[config.mk]
export PLATFORM = sky130hd
export DESIGN_NAME = led_panel_scan_ctrl
export DESIGN_NICKNAME = d
export VERILOG_FILES = /design/src/rtl/led_panel_scan_ctrl.sv
export SDC_FILE = /design/constraint.sdc
export NUM_CORES = 1
export LEC_CHECK = 0
export ABC_AREA = 1
export CAP_MARGIN = 20
export CELL_PAD_IN_SITES_DETAIL_PLACEMENT = 1
export CELL_PAD_IN_SITES_GLOBAL_PLACEMENT = 2
export CORE_ASPECT_RATIO = 1.2
export CORE_UTILIZATION = 26
export CTS_CLUSTER_DIAMETER = 50
export DETAILED_ROUTE_END_ITERATION = 12
export PLACE_DENSITY_LB_ADDON = 0.1
export RECOVER_POWER = 50
export REMOVE_ABC_BUFFERS = 1
export SYNTH_ARGS = -nofsm -noshare
export SYNTH_HDL_FRONTEND = slang
export SYNTH_SLANG_ARGS = --single-unit
[constraint.sdc]
create_clock -name clk -period 1.8 [get_ports clk]
set_clock_uncertainty 0.1 [all_clocks]
set_input_delay 0.18 -clock clk [delete_from_list [all_inputs] [get_ports clk]]
set_output_delay 0.18 -clock clk [all_outputs]
set_load 0.01 [all_outputs]
[src/rtl/led_panel_scan_ctrl.sv]
// rtl/led_panel_scan_ctrl.sv - 4-row RGB LED panel scan controller with binary-coded-modulation planes
module led_panel_scan_ctrl #(
    parameter int COLS       = 32,
    parameter int BITS       = 2,
    parameter int BASE_TICKS = 4
) (
    input  logic                      clk,
    input  logic                      reset,
    input  logic                      enable,
    output logic                      fb_rd,
    output logic [1+$clog2(COLS):0]   fb_addr,
    input  logic [3*BITS-1:0]         fb_data,
    output logic                      red_out,
    output logic                      green_out,
    output logic                      blue_out,
    output logic                      sclk_out,
    output logic                      latch_out,
    output logic                      blank_out,
    output logic                      a_out,
    output logic                      b_out,
    output logic                      frame_done
);

    localparam int CW        = $clog2(COLS);
    localparam int SHIFT_LEN = 2*COLS + 2;
    localparam int SW        = $clog2(SHIFT_LEN);
    localparam int PW        = (BITS > 1) ? $clog2(BITS) : 1;
    localparam int MAX_TICKS = BASE_TICKS << (BITS - 1);
    localparam int TW        = $clog2(MAX_TICKS + 1);

    typedef enum logic [1:0] {IDLE, SHIFT, LATCH, DISPLAY} state_t;

    state_t          state;
    state_t          next_state;
    logic [1:0]      row;
    logic [PW-1:0]   plane;
    logic [SW-1:0]   s_cnt;
    logic [TW-1:0]   tick;

    logic            shift_last;
    logic            load_col;
    logic            rd_slot;
    logic            plane_last;
    logic            tick_last;
    logic [BITS-1:0] r_bits;
    logic [BITS-1:0] g_bits;
    logic [BITS-1:0] b_bits;

    assign r_bits = fb_data[BITS-1:0];
    assign g_bits = fb_data[2*BITS-1:BITS];
    assign b_bits = fb_data[3*BITS-1:2*BITS];

    // Even shift slots issue reads; the odd slot after each read captures the returned pixel.
    always_comb begin
        shift_last = (32'(s_cnt) == SHIFT_LEN - 1);
        rd_slot    = !s_cnt[0] && (32'(s_cnt) < 2*COLS);
        load_col   = s_cnt[0] && (32'(s_cnt) < 2*COLS);
        plane_last = (32'(plane) == BITS - 1);
        tick_last  = (32'(tick) == (BASE_TICKS << plane) - 1);
    end

    always_ff @(posedge clk) begin
        if (reset) begin
            state <= IDLE;
        end else begin
            state <= next_state;
        end
    end

    always_comb begin
        next_state = state;
        case (state)
            IDLE:    if (enable) next_state = SHIFT;
            SHIFT:   if (shift_last) next_state = LATCH;
            LATCH:   next_state = DISPLAY;
            DISPLAY: if (tick_last) next_state = enable ? SHIFT : IDLE;
            default: next_state = IDLE;
        endcase
    end

    always_comb begin
        fb_rd      = 1'b0;
        fb_addr    = '0;
        sclk_out   = 1'b0;
        latch_out  = 1'b0;
        blank_out  = 1'b1;
        frame_done = 1'b0;
        case (state)
            SHIFT: begin
                fb_rd    = rd_slot;
                fb_addr  = rd_slot ? {row, s_cnt[CW:1]} : '0;
                sclk_out = s_cnt[0] && (32'(s_cnt) >= 3);
            end
            LATCH:   latch_out = 1'b1;
            DISPLAY: begin
                blank_out  = 1'b0;
                frame_done = tick_last && plane_last && (row == 2'd3);
            end
            default: ;
        endcase
    end

    // Row address pins follow the row register, which only moves on the DISPLAY exit edge.
    assign a_out = row[0];
    assign b_out = row[1];

    always_ff @(posedge clk) begin
        if (reset) begin
            row       <= '0;
            plane     <= '0;
            s_cnt     <= '0;
            tick      <= '0;
            red_out   <= 1'b0;
            green_out <= 1'b0;
            blue_out  <= 1'b0;
        end else begin
            case (state)
                IDLE: begin
                    row   <= '0;
                    plane <= '0;
                    s_cnt <= '0;
                    tick  <= '0;
                end
                SHIFT: begin
                    s_cnt <= shift_last ? '0 : s_cnt + 1'b1;
                    if (load_col) begin
                        red_out   <= r_bits[plane];
                        green_out <= g_bits[plane];
                        blue_out  <= b_bits[plane];
                    end
                end
                LATCH: tick <= '0;
                DISPLAY: begin
                    if (tick_last) begin
                        tick <= '0;
                        if (!enable) begin
                            row   <= '0;
                            plane <= '0;
                        end else if (!plane_last) begin
                            plane <= plane + 1'b1;
                        end else begin
                            plane <= '0;
                            row   <= row + 2'd1;
                        end
                    end else begin
                        tick <= tick + 1'b1;
                    end
                end
                default: ;
            endcase
        end
    end

endmodule
==> impl_metrics.tcl <==
set metrics [dict create \
    grt_pass1_wl_um 5651 \
    drt_iter0_drc 32 \
    die_w_um 62.41 \
    r2r_start "state[0]$_SDFFE_PP0P_" \
    netlist_area_um2 1139 \
    cap_violations 0 \
    dieArea_um2 4649 \
    cts_buffers 3 \
    viasPerCell 4.547 \
    die_h_um 74.49 \
    ys_warn_count 0 \
    synth.top_cell.area_share_pct 33.41 \
    clkSlewWorstSetupHoldPaths_ns 0.08 \
    rsz0062_at_grt "no" \
    port_buffers 25 \
    nets 230 \
    r2r_cells 9 \
    io-pin-count 26 \
    powerDensity_nw_per_um2 1135 \
    cp-start-kind "flop" \
    arrival_ns 1.37 \
    track_usage_pct 15.47 \
    syn2layout_area_growth_pct 41.32 \
    cts_buffer_depth 2 \
    tns_ns 0 \
    leakage_nw 0.7375 \
    slowest_delay_ns 0.39 \
    worst-endpoint-required_ns 1.52 \
    synth.most_common_cell "nand2_1" \
    cp-end-kind "primary output" \
    clock-sinks 19 \
    grt_pass1_vias 1220 \
    core_um2 4229 \
    utilization_pct 38.05 \
    finalHoldViolCount 0 \
    antenna_found_initial 0 \
    dp_hpwl_um 2720 \
    post-route-period-util_pct 91.65 \
    ys_ff_latch 19 \
    drc_errors 0 \
    cp_cell_sequence "buf_4 -> ha_2 -> nand3_1 -> nor2_1 -> clkbuf_2" \
    num_vias 1214 \
    drive_gt1_share_pct 15.64 \
    netlist_top_cells_area "dfxtp_1 (33%), nand2_1 (12%), ha_1 (9.9%)" \
    gp_congestion 0.7430 \
    syn_inst 169 \
    drtAntennaViolNets 0 \
    crit_type "reg -> out" \
    clock-root-buffer "clkbuf_8" \
    synth-async-reset-ratio_pct 0 \
    critical_path.top_delay_family "flip-flops" \
    grt_max_degree 13 \
    hold_path.class "reg -> reg" \
    wire_per_inst_um 12.61 \
    finalSetupViolations 0 \
    syn_area_per_cell_um2 6.737 \
    n_antenna_cell 0 \
    worstReg2RegEnd "row[0]$_SDFFE_PP0P_" \
    totalWireLength_um 3367 \
    row_count 26 \
    slew_headroom_pct 72.02 \
    crit_fanout 4 \
    ys_types 25 \
    initial_core_util_pct 26.92 \
    ys.flop_type "dfxtp_1" \
    grt-ovfl-total 0 \
    tritoncts "yes" \
    final-max-slew-violation-count 0 \
    stdcell_area_um2 1609 \
    seq_area_frac_synth_pct 33.41 \
    yosys.area.top_type "dfxtp_1" \
    clock_latency_ns 0.26 \
    status "completed" \
    irDropWorstVdd_uv 340.3 \
    synth_top_cells_by_count "nand2_1 (35), nor2_1 (26), inv_1 (25)" \
    crit_slowest_cell "dfxtp_1" \
    tightest_slew_ns 0.4192 \
    fillers 567 \
    hold_end "s_cnt[5]$_SDFFE_PP0P_" \
    drt-pass1-iter-count 4 \
    hp-start "s_cnt[5]$_SDFFE_PP0P_" \
    fin_crit_ns 1.650 \
    rrSetupSlack_ns 0.15 \
    synth_edf_count 0 \
    max_freq_mhz 606.2 \
    holdPathStages 2 \
    post_cts_buffers 0 \
    h-tree-depth 1 \
    dpl_cell_area_um2 1563 \
    cp_num_buf_inv 2 \
]
[cell families after synthesis]
family | after synthesis | synth area share, %
AO/OA/AOI/OAI | 28 | 13.30
AND/OR/NAND/NOR | 83 | 32.97
XOR/XNOR | 1 | 0.7694
adder cells (fa/ha/maj) | 9 | 9.890
buffers and inverters | 29 | 9.669
flip-flops | 19 | 33.41
[cell type report]
class / count / area [um2] / share of cell area (%)
multi-input combinational: 121 / 670.6 / 41.68
timing repair buffer: 40 / 340.3 / 21.15
clock buffer: 4 / 45.04 / 2.799
sequential: 19 / 381.6 / 23.72
tap: 56 / 70.07 / 4.355
inverter: 27 / 101.3 / 6.299
[registers in the layout (all words and copies together), names as in the netlist]
name / flops
blue_out: 1
tick: 4
state: 2
s_cnt: 7
row: 2
plane: 1
red_out: 1
green_out: 1
[power breakdown]
group | total, W | switching [W] | leakage [nW] | internal [W]
combinational | 0.000965 | 0.000578 | 0.560 | 0.000386
sequential | 0.000551 | 0.0000641 | 0.155 | 0.000487
clock | 0.000309 | 0.000152 | 0.0228 | 0.000158
[layout by cell type, fill, tap and decap left out, types with 7 or more instances in the layout]
master,count
nor2_1,26
dfxtp_1,18
a21oi_1,11
buf_4,13
nand2_1,34
ha_1,7
inv_1,24
dlygate4sd2_1,11
o21ai_0,10
clkdlybuf4s50_1,8
[worst max-delay path by stage]
| stage | startpoint | endpoint | cells past startpoint |
|---|---|---|---|
| finish | state[0]$_SDFFE_PP0P_ | frame_done | 5 |
| global route | state[0]$_SDFFE_PP0P_ | state[0]$_SDFFE_PP0P_ | 9 |
| CTS | state[0]$_SDFFE_PP0P_ | frame_done | 5 |
| detailed placement | state[1]$_SDFFE_PP0P_ | fb_addr[1] | 5 |
| global placement | tick[1]$_SDFFE_PP0P_ | frame_done | 6 |
| floorplan | state[1]$_SDFFE_PP0P_ | s_cnt[6]$_SDFFE_PP0P_ | 8 |
[routing by layer]
| metal | track usage [%] | up-vias | wire (um) |
|---|---|---|---|
| met5 | 0 | - | 0 |
| met4 | 3.876 | 0 | 34 |
| met3 | 2.607 | 4 | 84 |
| met2 | 31.64 | 16 | 1853 |
| met1 | 16.36 | 566 | 1394 |
| li1 | - | 628 | - |
[worst reg2reg max path, delay by kind of cell (launching register included)]
kind            cells  cell delay, ns
buf+inv             3            0.37
compound gates      2            0.24
simple gates        3            0.30
flops               1            0.34
fa+ha+maj           1            0.21
[metrics by stage]
stage                     hold WS, ns  cells  setup WS (ns)  total power (W)
after floorplan                0.1491    167         0.3952         0.001111
after global placement         0.3692    263        0.04392         0.001494
after detailed placement       0.3798    263        0.01453         0.001528
after CTS                      0.3916    267       0.008807         0.001878
after global routing           0.4084    267        0.01909         0.001982
final                          0.3898    267         0.1503         0.001825
[repair_timing]
action | 4_1_cts | 5_1_grt
setup endpoints to repair | 12 | 4
hold buffers | 0 | 0
resized for setup | 20 | 4
pin swaps | 0 | 1
Power figures use the tool's default switching activity.
